<file path="config.mk">
export PLATFORM = sky130hd
export DESIGN_NAME = conv1d_pe_core
export DESIGN_NICKNAME = d
export VERILOG_FILES = /design/src/rtl/pe_pkg.sv /design/src/rtl/pe_mac_unit.sv /design/src/rtl/conv1d_pe_core.sv
export SDC_FILE = /design/constraint.sdc
export NUM_CORES = 1
export LEC_CHECK = 0
export ABC_AREA = 1
export BUFFER_PORTS_ARGS = -buffer_cell sky130_fd_sc_hd__buf_2
export CAP_MARGIN = 30
export CELL_PAD_IN_SITES_DETAIL_PLACEMENT = 1
export CELL_PAD_IN_SITES_GLOBAL_PLACEMENT = 1
export CORE_UTILIZATION = 42
export DETAILED_ROUTE_END_ITERATION = 7
export HOLD_SLACK_MARGIN = 0.12
export PLACE_DENSITY = 0.84
export SYNTH_ARGS = -nofsm -noshare
export SYNTH_HDL_FRONTEND = slang
export SYNTH_HIERARCHICAL = 1
export SYNTH_SLANG_ARGS = --single-unit
</file>
<file path="constraint.sdc">
create_clock -name clk -period 6.2 [get_ports clk]
set_input_delay 0 -clock clk [delete_from_list [all_inputs] [get_ports clk]]
set_output_delay 0 -clock clk [all_outputs]
set_load 0.01 [all_outputs]
</file>
<file path="src/rtl/pe_pkg.sv">
// pe_pkg: shared state encoding, sizing helper and default widths for the PE core
package pe_pkg;
  typedef enum logic [2:0] {IDLE, LOAD_FILT, LOAD_WIN, MAC, EMIT, DONE} state_t;
  localparam int DEF_DATA_W = 8;
  localparam int DEF_PSUM_W = 20;
  function automatic int clog2(input int v);
    int r;
    r = 0;
    while ((1 << r) < v) r++;
    return (r < 1) ? 1 : r;
  endfunction
endpackage

</file>
<file path="src/rtl/pe_mac_unit.sv">
// pe_mac_unit: signed multiplier feeding a wrapping accumulator with sync clear and enable
module pe_mac_unit
  import pe_pkg::*;
#(
  parameter int DATA_W = DEF_DATA_W,
  parameter int PSUM_W = DEF_PSUM_W
) (
  input  logic                     clk,
  input  logic                     rst,
  input  logic                     clr,
  input  logic                     en,
  input  logic signed [DATA_W-1:0] a,
  input  logic signed [DATA_W-1:0] b,
  output logic signed [PSUM_W-1:0] acc
);
  logic signed [2*DATA_W-1:0] prod;
  logic        [PSUM_W-1:0]   prod_ext;
  assign prod     = a * b;
  assign prod_ext = {{(PSUM_W - 2 * DATA_W){prod[2*DATA_W-1]}}, prod};
  always_ff @(posedge clk or posedge rst) begin
    if (rst) acc <= '0;
    else     acc <= clr ? '0 : en ? acc + prod_ext : acc;
  end
endmodule

</file>
<file path="src/rtl/conv1d_pe_core.sv">
// conv1d_pe_core: serial-MAC 1-D convolution PE; loads filter, slides window, emits one psum per window
module conv1d_pe_core
  import pe_pkg::*;
#(
  parameter int DATA_W    = DEF_DATA_W,
  parameter int FILT_LEN  = 4,
  parameter int IFMAP_LEN = 16,
  parameter int STRIDE    = 1,
  parameter int PSUM_W    = DEF_PSUM_W
) (
  input  logic                     clk,
  input  logic                     rst,
  input  logic                     start,
  input  logic                     filt_valid,
  output logic                     filt_ready,
  input  logic        [DATA_W-1:0] filt_data,
  input  logic                     in_valid,
  output logic                     in_ready,
  input  logic        [DATA_W-1:0] in_data,
  output logic                     psum_valid,
  input  logic                     psum_ready,
  output logic signed [PSUM_W-1:0] psum_data,
  output logic                     busy,
  output logic                     done
);
  localparam int NUM_OUT = (IFMAP_LEN - FILT_LEN) / STRIDE + 1;
  localparam int CW = clog2(FILT_LEN);
  localparam int OW = clog2(NUM_OUT + 1);
  state_t                   state;
  logic        [CW-1:0]     filt_cnt, win_cnt, mac_cnt, win_last;
  logic        [OW-1:0]     out_cnt;
  logic signed [DATA_W-1:0] filt [FILT_LEN];
  logic signed [DATA_W-1:0] win  [FILT_LEN];
  logic                     win_done;
  assign filt_ready = state == LOAD_FILT;
  assign in_ready   = state == LOAD_WIN;
  assign psum_valid = state == EMIT;
  assign busy       = state != IDLE;
  assign done       = state == DONE;
  // first window needs a full fill, later windows only advance by the stride
  assign win_last   = (out_cnt == '0) ? CW'(FILT_LEN - 1) : CW'(STRIDE - 1);
  assign win_done   = in_valid && in_ready && win_cnt == win_last;
  pe_mac_unit #(.DATA_W(DATA_W), .PSUM_W(PSUM_W)) u_mac (
    .clk (clk),
    .rst (rst),
    .clr (win_done),
    .en  (state == MAC),
    .a   (win[mac_cnt]),
    .b   (filt[mac_cnt]),
    .acc (psum_data)
  );
  always_ff @(posedge clk or posedge rst) begin
    if (rst) begin
      state    <= IDLE;
      filt_cnt <= '0;
      win_cnt  <= '0;
      mac_cnt  <= '0;
      out_cnt  <= '0;
      for (int i = 0; i < FILT_LEN; i++) begin
        filt[i] <= '0;
        win[i]  <= '0;
      end
    end else begin
      unique case (state)
        IDLE: if (start) begin
          state    <= LOAD_FILT;
          filt_cnt <= '0;
          win_cnt  <= '0;
          out_cnt  <= '0;
        end
        LOAD_FILT: if (filt_valid) begin
          filt[filt_cnt] <= filt_data;
          filt_cnt       <= (filt_cnt == CW'(FILT_LEN - 1)) ? '0 : filt_cnt + CW'(1);
          state          <= (filt_cnt == CW'(FILT_LEN - 1)) ? LOAD_WIN : LOAD_FILT;
        end
        LOAD_WIN: if (in_valid) begin
          for (int i = 0; i < FILT_LEN - 1; i++) win[i] <= win[i+1];
          win[FILT_LEN-1] <= in_data;
          win_cnt         <= win_done ? '0 : win_cnt + CW'(1);
          mac_cnt         <= '0;
          state           <= win_done ? MAC : LOAD_WIN;
        end
        MAC: begin
          mac_cnt <= mac_cnt + CW'(1);
          state   <= (mac_cnt == CW'(FILT_LEN - 1)) ? EMIT : MAC;
        end
        EMIT: if (psum_ready) begin
          out_cnt <= out_cnt + OW'(1);
          state   <= (out_cnt == OW'(NUM_OUT - 1)) ? DONE : LOAD_WIN;
        end
        DONE:    state <= IDLE;
        default: state <= IDLE;
      endcase
    end
  end
endmodule

</file>
==> results of run 1 <==
## stage by stage
stage	hold slack (ns)	utilization, %	instances
2_1_floorplan	-0.0362	-	1138
3_3_place_gp	0.208	47.6	1477
3_5_place_dp	0.210	47.6	1477
4_1_cts	0.371	50.5	1514
5_1_grt	0.165	54.8	1546
6_report	0.158	54.8	1546
## cells by family (layout without fill, tap and decap cells)
family	count (synthesis)	count (layout)	share of synthesized area (%)
and+or+nand+nor	455	455	22.9
buffers and inverters	259	402	12.0
AOI/OAI and AO/OA	201	201	13.6
xor gates and xnor gates	14	14	1.44
adders and majority gates	112	112	21.4
DFF	97	97	28.6
## tightest hold or removal path: stages
cell and delay, ns:
dlygate4sd3_1 0.53, buf_2 0.13, inv_2 0.04, buf_4 0.18
## cell usage in the layout, fill, tap and decap left out, types with 3 or more instances in the layout
cell type	n
a21o_1	5
a21oi_1	25
a21oi_2	24
buf_2	46
buf_4	83
buf_6	11
clkbuf_16	9
clkinv_4	3
dfrtp_1	96
dlygate4sd3_1	21
fa_1	56
ha_1	38
ha_2	5
ha_4	13
inv_1	195
inv_2	23
nand2_1	286
nand2_2	25
nand2_4	4
nand3_1	29
nand3_2	12
nand4_1	6
nor2_1	55
nor2_2	18
nor2_4	6
nor3_1	4
nor3_4	4
o21ai_0	35
o21ai_1	61
o21ai_2	20
o21ai_4	3
o22ai_1	8
o22ai_2	5
xnor2_1	4
xor2_1	9
## per-layer routing
| metal | vias to the layer above | GRT usage, % | part of all wire [%] |
|---|---|---|---|
| met5 | - | 0 | 0 |
| met4 | 0 | 8.14 | 5.0 |
| met3 | 119 | 2.55 | 4.0 |
| met2 | 306 | 46.2 | 52 |
| met1 | 4277 | 30.8 | 39 |
| li1 | 3809 | - | - |
## final cells by class
cell class	instances	share of cell area, %
clock buffers	10	2.22
clock inverters	6	0.465
inverters	221	7.77
multi-input cells	782	52.1
flip-flops and latches	97	22.5
well taps	265	3.08
repair buffers	165	11.8
## state kept, by name, summed over array words and instances (netlist names)
name       flops
u_mac/acc     20
win           32
out_cnt        4
mac_cnt        2
win_cnt        2
filt          32
state          3
filt_cnt       2
## worst max-delay path by stage
stage	startpoint	endpoint	cells after the start
final	mac_cnt[0]	u_mac/acc[19]	32
after global routing	mac_cnt[0]	u_mac/acc[19]	34
after CTS	mac_cnt[0]	u_mac/acc[19]	30
after detailed placement	mac_cnt[0]	u_mac/acc[19]	31
after global placement	mac_cnt[0]	u_mac/acc[19]	28
after floorplan	mac_cnt[0]	u_mac/acc[16]	31
## timing repair
item	4_1_cts	5_1_grt
hold endpoints to repair	142	0
gates resized for setup	16	164
hold buffers	21	0
gates cloned	0	1
endpoints found under the setup margin	9	11
setup buffers	0	30
pin swaps	1	51
==> flow_summary_export.csv, run 1 <==
group,metric,value,unit
run_status,outcome,"complete, but fails checks",
run_status,failed_checks,"setup timing",
detailed_routing,drcViolationCount,0,
synth,synth_fp_nets,1272,
cells_and_area,multi_input_area,5620,µm²
die,die-area,20800,µm²
grt,grt_overflow,0,
synth,netlist_top_cells_area,"dfrtp_1, nand2_1, fa_1",
min_path,hold_class,"input pin to asynchronous set/reset pin",
sta,timing.final.crit_share,102,%
die,rows,51,
synth,synthTopCellsByCount,"nand2_1, inv_1, dfrtp_1",
sta,layout_min_cycle_time,6.34,ns
die,core,19700,µm²
synth,synth_area_leader_cell,"dfrtp_1",
setup_path,crit_path_max_fanout,27,
cells_and_area,n_antenna_cell,0,
synth,synth_top_area_share,28.6,%
setup_path,arrival,6.64,ns
setup_path,critPathLaunchType,"flip-flop",
die,fp.dieW,144,µm
cts,clk_pin_slew,0.08,ns
placement,dpl.hpwl,18.4,mm
synth,async_flop_share,100,%
setup_path,rrSetupSlack,-0.14,ns
synth,synthCells,1138,
setup_path,crit_required,6.50,ns
cells_and_area,fill_cells,2451,
cts,cts_tree,"done",
detailed_routing,wirelength,31.2,mm
setup_path,crit_family,"adder cells",
detailed_routing,dr_total_vias,8511,
synth,synthMostInstantiatedCell,"nand2_1",
grt,grt_pass1_vias,8534,
cells_and_area,drive_gt1_share,26.4,%
synth,ys_ff_latch,97,
sta,slew_violations,0,
grt,track_usage,25.2,%
setup_path,worst-path-buf-inv,8,
sta,worst_slack,-0.138,ns
setup_path,r2r-end,"u_mac/acc[19]",
sta,fmax,0.158,GHz
grt,grt_pass1_wl,41.0,mm
die,initial_core_util,43.2,%
detailed_routing,drtIter0Drc,484,
setup_path,critPathCaptureType,"flip-flop",
grt,antenna_found_initial,0,
sta,hold_violations,0,
detailed_routing,ant_nets,0,
setup_path,max_stage_delay,0.63,ns
cts,htree_levels,3,
placement,portBuffers,46,
sta,finalSetupViolCount,10,
sta,slew_headroom,37.0,%
grt,grt_max_degree,78,
setup_path,worstSetupPathType,"flip-flop to flip-flop",
synth,syn_area,8490,µm²
detailed_routing,routed_via_density,5.51,
setup_path,slowest_stage,"fa_1",
sta,final.setup.tns,-0.630,ns
synth,post_synth.cell_area_avg,7.46,µm²
placement,pre_cts_ws,-0.225,ns
cts,worstSkewPairLatency,0.36,ns
cts,cts.sinks,97,
die,die_h,144,µm
synth,ys_types,45,
detailed_routing,dr.pass1.iters,5,
cells_and_area,final-seq-area,2430,µm²
synth,synth-seq-area-share,28.6,%
synth,synth_warnings,6,
cells_and_area,layout.nets,1410,
cells_and_area,area_growth,26.8,%
synth,synth_edf_count,0,
sta,tightest_slew,0.942,ns
die,pin_count,47,
setup_path,cp_common_cell,"inv_1",
setup_path,r2r.worst_path.cells,32,
sta,rsz0062_at_grt,"true",
sta,clock_skew,0.00821,ns
cts,cts_buffer_depth,2,
cells_and_area,final_cell_area,10800,µm²
cts,numCtsBuffers,9,
detailed_routing,wl_per_cell,20.2,µm
setup_path,reg2reg_from,"mac_cnt[0]",
cts,cts_root_buffer,"clkbuf_16",
placement,dpl_cell_area,9360,µm²
job,drv_cap,0,
synth,synthFlopType,"dfrtp_1",
placement,gp_congestion,0.888,
Power of run 1 is not shown: default switching activity piles up to over one toggle a cycle in this logic, so the estimate is an artifact.
==> run 2: changes to the inputs <==
Settings changed: ABC_AREA 1 to unset, CORE_UTILIZATION 42 to 54, PLACE_DENSITY 0.84 to 0.93.
Clock period 6.2 ns to 7.6 ns, I/O delays scaled along.
==> flow_summary_export.csv, run 2 <==
group,metric,value,unit
synth,synthTopCellsByCount,"inv_1, dfrtp_1, mux2_1",
cells_and_area,area_growth,12.1,%
grt,track_usage,34.9,%
synth,post_synth.cell_area_avg,10.8,µm²
placement,pre_cts_ws,-0.0792,ns
setup_path,crit_path_cell_trace,"buf_12 -> mux4_2 -> and2_1 -> fa_1 -> inv_1 -> fa_1 -> inv_1 -> fa_1 -> inv_1 -> fa_1 -> inv_1 -> ha_1 -> a21o_1 -> a2111o_1 -> a41oi_2 -> or3_1 -> nand2_2 -> ha_1 -> a21o_2 -> a221o_2 -> a2111oi_2 -> nor4bb_1 -> a31o_1",
placement,dpl.hpwl,17.0,mm
sta,timing.final.crit_share,96.6,%
min_path,hold_class,"input pin to flip-flop",
sta,hold_violations,0,
cells_and_area,final_common_cell,"inv_1",
die,die-area,15400,µm²
sta,clock_skew,0.0138,ns
setup_path,worst-path-buf-inv,5,
cells_and_area,layout.nets,949,
cts,cts_tree,"done",
cts,worstSkewPairLatency,0.37,ns
die,die_h,124,µm
setup_path,critPathCaptureType,"flip-flop",
cts,cts_buffer_depth,2,
detailed_routing,dr.pass1.iters,5,
detailed_routing,drtIter0Drc,430,
synth,synth_top_area_share,30.1,%
die,pin_count,47,
detailed_routing,wl_per_cell,26.0,µm
setup_path,slowest_stage,"fa_1",
cts,cts_root_buffer,"clkbuf_16",
die,core,14500,µm²
cells_and_area,n_antenna_cell,0,
die,initial_core_util,55.5,%
sta,finalSetupViolCount,0,
setup_path,worstSetupPathType,"flip-flop to flip-flop",
job,drv_cap,0,
synth,synth-seq-area-share,30.1,%
cts,clk_pin_slew,0.09,ns
detailed_routing,routed.top_layer,"met4",
cells_and_area,mostFrequentLayoutCells,"inv_1, dfrtp_1, mux2_1",
detailed_routing,met3_length,1.42,mm
min_path,whs_path_depth,4,
setup_path,reg2reg_from,"mac_cnt[0]",
detailed_routing,wirelength,26.1,mm
sta,worst_slack,0.255,ns
cts,cts.sinks,97,
detailed_routing,met2WireLength,13.6,mm
setup_path,max_stage_delay,0.61,ns
die,fp.dieW,124,µm
detailed_routing,routed_via_density,6.33,
detailed_routing,dr_total_vias,6355,
synth,async_flop_share,100,%
die,rows,44,
synth,synthFlopType,"dfrtp_1",
setup_path,critPathLaunchType,"flip-flop",
synth,synth_edf_count,0,
synth,netlist_top_cells_area,"dfrtp_1, fa_1, mux2_1",
cts,htree_levels,3,
synth,synthMostInstantiatedCell,"inv_1",
synth,ys_ff_latch,97,
setup_path,startpoint,"mac_cnt[0]",
setup_path,crit_path_max_fanout,8,
grt,antenna_found_initial,0,
setup_path,arrival,7.60,ns
cells_and_area,top_regs,"filt (32), win (32), u_mac/acc (20)",
setup_path,r2r-end,"u_mac/acc[19]",
synth,synth_warnings,6,
detailed_routing,ant_nets,0,
grt,grt_overflow,0,
sta,layout_min_cycle_time,7.34,ns
cells_and_area,final_util,62.2,%
detailed_routing,drcViolationCount,0,
sta,final.setup.tns,0,ns
synth,synthCells,744,
grt,grt_pass1_wl,41.2,mm
setup_path,crit_required,7.85,ns
min_path,hold_path_end,"state[0]",
setup_path,rrSetupSlack,0.26,ns
detailed_routing,routedLengthMet1,9.47,mm
synth,syn_area,8060,µm²
placement,portBuffers,46,
synth,ys_types,78,
sta,fmax,0.136,GHz
grt,grt_max_degree,78,
cts,numCtsBuffers,9,
setup_path,r2r.worst_path.cells,23,
min_path,min_from,"in_valid",
synth,synth_fp_nets,878,
sta,slew_violations,0,
placement,gp_congestion,0.903,
synth,synth_area_leader_cell,"dfrtp_1",
sta,tightest_slew,0.840,ns
sta,slew_headroom,43.9,%
setup_path,crit_family,"adder cells",
cells_and_area,fill_cells,1539,
cells_and_area,drive_gt1_share,15.7,%
run_status,outcome,"completed",
grt,grt_pass1_vias,7280,
[run 2: cells by family after synthesis]
family	after synthesis	synth area share, %
AOI/OAI and AO/OA	121	11.2
xor gates and xnor gates	24	2.79
adders and majority gates	112	22.6
buffers and inverters	126	6.69
DFF	97	30.1
muxes	86	14.2
and+or+nand+nor	178	12.4
[run 2: repair_timing]
item / CTS / global route
setup endpoints to repair: 1 / 2
endpoints found under the hold margin: 144 / 0
buffers inserted: 0 / 4
hold buffers: 19 / 0
gates resized for setup: 1 / 7
[run 2: worst register-to-register path, stage by stage (launching register included)]
cell	delay (ns)
dfrtp_2	0.39
buf_12	0.13
mux4_2	0.58
and2_1	0.26
fa_1	0.61
inv_1	0.15
fa_1	0.55
inv_1	0.05
fa_1	0.53
inv_1	0.07
fa_1	0.57
inv_1	0.06
ha_1	0.38
a21o_1	0.22
a2111o_1	0.43
a41oi_2	0.25
or3_1	0.23
nand2_2	0.14
ha_1	0.34
a21o_2	0.23
a221o_2	0.40
a2111oi_2	0.37
nor4bb_1	0.10
a31o_1	0.20
[run 2: worst max path at each step]
stage	to	slack [ns]	cells after the start
final	u_mac/acc[19]	0.26	23
after global routing	u_mac/acc[19]	-0.01	24
after CTS	u_mac/acc[19]	0.07	23
after detailed placement	u_mac/acc[19]	-0.08	23
after global placement	u_mac/acc[19]	0.32	22
after floorplan	u_mac/acc[19]	0.45	24
[run 2: per-stage QoR]
stage          area, µm²  cells  hold slack, ns
6_report            9040   1004           0.161
5_1_grt             9040   1004           0.182
4_1_cts             8950    999           0.152
3_5_place_dp        8460    964           0.224
3_3_place_gp        8460    964           0.219
2_1_floorplan       8060    744         -0.0362
[run 2: layer usage]
layer / GRT usage, % / vias up
li1: - / 2683
met1: 37.3 / 3270
met2: 62.6 / 283
met3: 7.50 / 119
met4: 21.3 / 0
met5: 0 / -
[run 2: cell type report]
class | count | area, µm² | share of cell area (%)
multi-input cells | 521 | 5110 | 56.6
flip-flops and latches | 97 | 2430 | 26.9
repair buffers | 80 | 563 | 6.23
inverters | 106 | 398 | 4.40
well taps | 184 | 230 | 2.55
clock buffers | 10 | 229 | 2.53
clock inverters | 6 | 73.8 | 0.817
Power of run 2 is left out for the same reason.
==> run 3: changes to the inputs <==
Settings changed: CORE_UTILIZATION 54 to 53, SYNTH_HIERARCHICAL 1 to unset.
==> flow_summary_export.csv, run 3 <==
group,metric,value,unit
detailed_routing,routed_via_density,6.49,
detailed_routing,drtIter0Drc,520,
synth,synth_top_area_share,31.6,%
run_status,outcome,"complete, but fails checks",
cells_and_area,area_growth,16.8,%
cts,clk_pin_slew,0.08,ns
cells_and_area,layout.nets,1003,
placement,gp_congestion,0.837,
run_status,failed_checks,"setup timing",
cells_and_area,mostFrequentLayoutCells,"nand2_1, inv_1, dfrtp_1",
detailed_routing,dr_total_vias,6836,
synth,netlist_top_cells_area,"dfrtp_1, fa_1, ha_1",
detailed_routing,wl_per_cell,28.3,µm
die,initial_core_util,54.9,%
die,core,14000,µm²
setup_path,rrSetupSlack,-0.24,ns
synth,syn_area,7670,µm²
sta,slew_violations,0,
synth,synthFlopType,"dfrtp_1",
cts,cts_buffer_depth,2,
sta,timing.final.crit_share,103,%
sta,hold_slack,0.228,ns
setup_path,critPathLaunchType,"flip-flop",
grt,grt_max_degree,57,
grt,antenna_found_initial,0,
setup_path,crit_path_max_fanout,10,
detailed_routing,drcViolationCount,0,
synth,synth_fp_nets,914,
synth,post_synth.cell_area_avg,9.84,µm²
sta,finalSetupViolCount,2,
setup_path,slowest_stage,"fa_1",
sta,slew_headroom,49.4,%
grt,grt_pass1_vias,7202,
die,fp.dieW,122,µm
die,rows,43,
cells_and_area,n_antenna_cell,0,
setup_path,worstSetupPathType,"flip-flop to flip-flop",
sta,layout_min_cycle_time,7.84,ns
synth,synth_warnings,0,
cells_and_area,drive_gt1_share,15.9,%
synth,synthCells,780,
cts,cts.sinks,97,
cts,worstSkewPairLatency,0.39,ns
setup_path,r2r.worst_path.cells,31,
setup_path,r2r-end,"u_mac.acc[19]",
sta,fmax,0.128,GHz
placement,pre_cts_ws,-0.151,ns
synth,synth-seq-area-share,31.6,%
synth,synthTopCellsByCount,"nand2_1, inv_1, dfrtp_1",
sta,hold_violations,0,
setup_path,arrival,8.15,ns
grt,grt_overflow,0,
synth,synth_area_leader_cell,"dfrtp_1",
die,die_h,122,µm
setup_path,critPathCaptureType,"flip-flop",
setup_path,max_stage_delay,0.57,ns
die,die-area,15000,µm²
synth,synthMostInstantiatedCell,"nand2_1",
detailed_routing,ant_nets,0,
synth,ys_types,54,
sta,worst_slack,-0.237,ns
synth,synth_edf_count,0,
grt,track_usage,37.5,%
sta,clock_skew,0.0172,ns
cts,htree_levels,3,
sta,tightest_slew,0.759,ns
placement,portBuffers,46,
grt,grt_pass1_wl,40.8,mm
cts,cts_root_buffer,"clkbuf_16",
cells_and_area,final_common_cell,"nand2_1",
cells_and_area,top_regs,"filt (32), win (32), u_mac.acc (20)",
placement,dpl.hpwl,15.8,mm
synth,async_flop_share,100,%
synth,ys_ff_latch,97,
die,pin_count,47,
detailed_routing,wirelength,29.8,mm
job,drv_cap,0,
setup_path,reg2reg_from,"mac_cnt[0]",
min_path,hold_class,"input pin to asynchronous set/reset pin",
setup_path,crit_required,7.91,ns
cts,numCtsBuffers,9,
detailed_routing,dr.pass1.iters,6,
cts,cts_tree,"done",
-- run 3: cell count changes in the layout (fill, tap and decap cells not counted), sizes merged, moves of 6 or more --
cell    change
a21oi       -6
mux2       -34
nor2b       -7
nand2     +103
o21ai      +18
a21boi      -6
buf        +16
xor2        +9
-- run 3: cell type report --
type | count | area, µm²
inverter | 102 | 385
timing repair buffer | 98 | 753
multi-input combinational | 561 | 4850
tap | 180 | 225
clock inverter | 7 | 96.3
clock buffer | 9 | 225
fill | 1524 | 5030
sequential | 97 | 2430
-- run 3: kinds of logic after synthesis --
| family | after synthesis | synth area share, % |
|---|---|---|
| multiplexers | 51 | 9.63 |
| adder cells (fa/ha/maj) | 112 | 23.7 |
| buffers and inverters | 122 | 6.10 |
| XOR/XNOR | 36 | 4.30 |
| flip-flops | 97 | 31.6 |
| AND/OR/NAND/NOR | 253 | 15.2 |
| AO/OA/AOI/OAI | 109 | 9.37 |
-- run 3: worst max-delay path by stage --
stage / startpoint / endpoint / slack, ns / cells past startpoint
after floorplan: mac_cnt[0] / u_mac.acc[19] / 0.29 / 29
after global placement: mac_cnt[1] / u_mac.acc[19] / 0.26 / 26
after detailed placement: mac_cnt[1] / u_mac.acc[19] / -0.15 / 25
after CTS: mac_cnt[0] / u_mac.acc[19] / 0.02 / 26
after global routing: mac_cnt[0] / u_mac.acc[19] / -0.30 / 26
final: mac_cnt[0] / u_mac.acc[19] / -0.24 / 31
-- run 3: timing repair --
item	4_1_cts	5_1_grt
endpoints found under the setup margin	2	2
setup buffers	4	20
resized for setup	7	10
gates cloned	1	0
pin swaps	0	10
hold endpoints to repair	88	0
hold buffers	20	0
-- run 3: metal layers --
| metal | global-route usage, % | part of all wire, % | vias up |
|---|---|---|---|
| met5 | 0 | 0 | - |
| li1 | - | - | 2737 |
| met2 | 66.9 | 50 | 455 |
| met1 | 40.2 | 34 | 3417 |
| met3 | 6.27 | 7.0 | 227 |
| met4 | 26.3 | 8.5 | 0 |
-- run 3: worst max-delay path: cells and delay by family (launching register included) --
kind	cells	cell delay, ns
simple gates	2	0.63
compound gates	13	2.41
flops	1	0.45
mux	1	0.35
xor+xnor	2	0.35
fa+ha+maj	6	2.63
buf+inv	7	0.92
-- run 3: metrics by stage --
| step | cells | utilization, % | instance area, µm² | TNS (ns) |
|---|---|---|---|---|
| after floorplan | 780 | - | 7670 | 0 |
| after global placement | 992 | 57.9 | 8110 | 0 |
| after detailed placement | 993 | 58.1 | 8130 | -0.151 |
| after CTS | 1034 | 62.6 | 8750 | 0 |
| after global routing | 1054 | 64.1 | 8960 | -0.455 |
| final | 1054 | 64.1 | 8960 | -0.332 |
Power of run 3 is left out for the same reason.
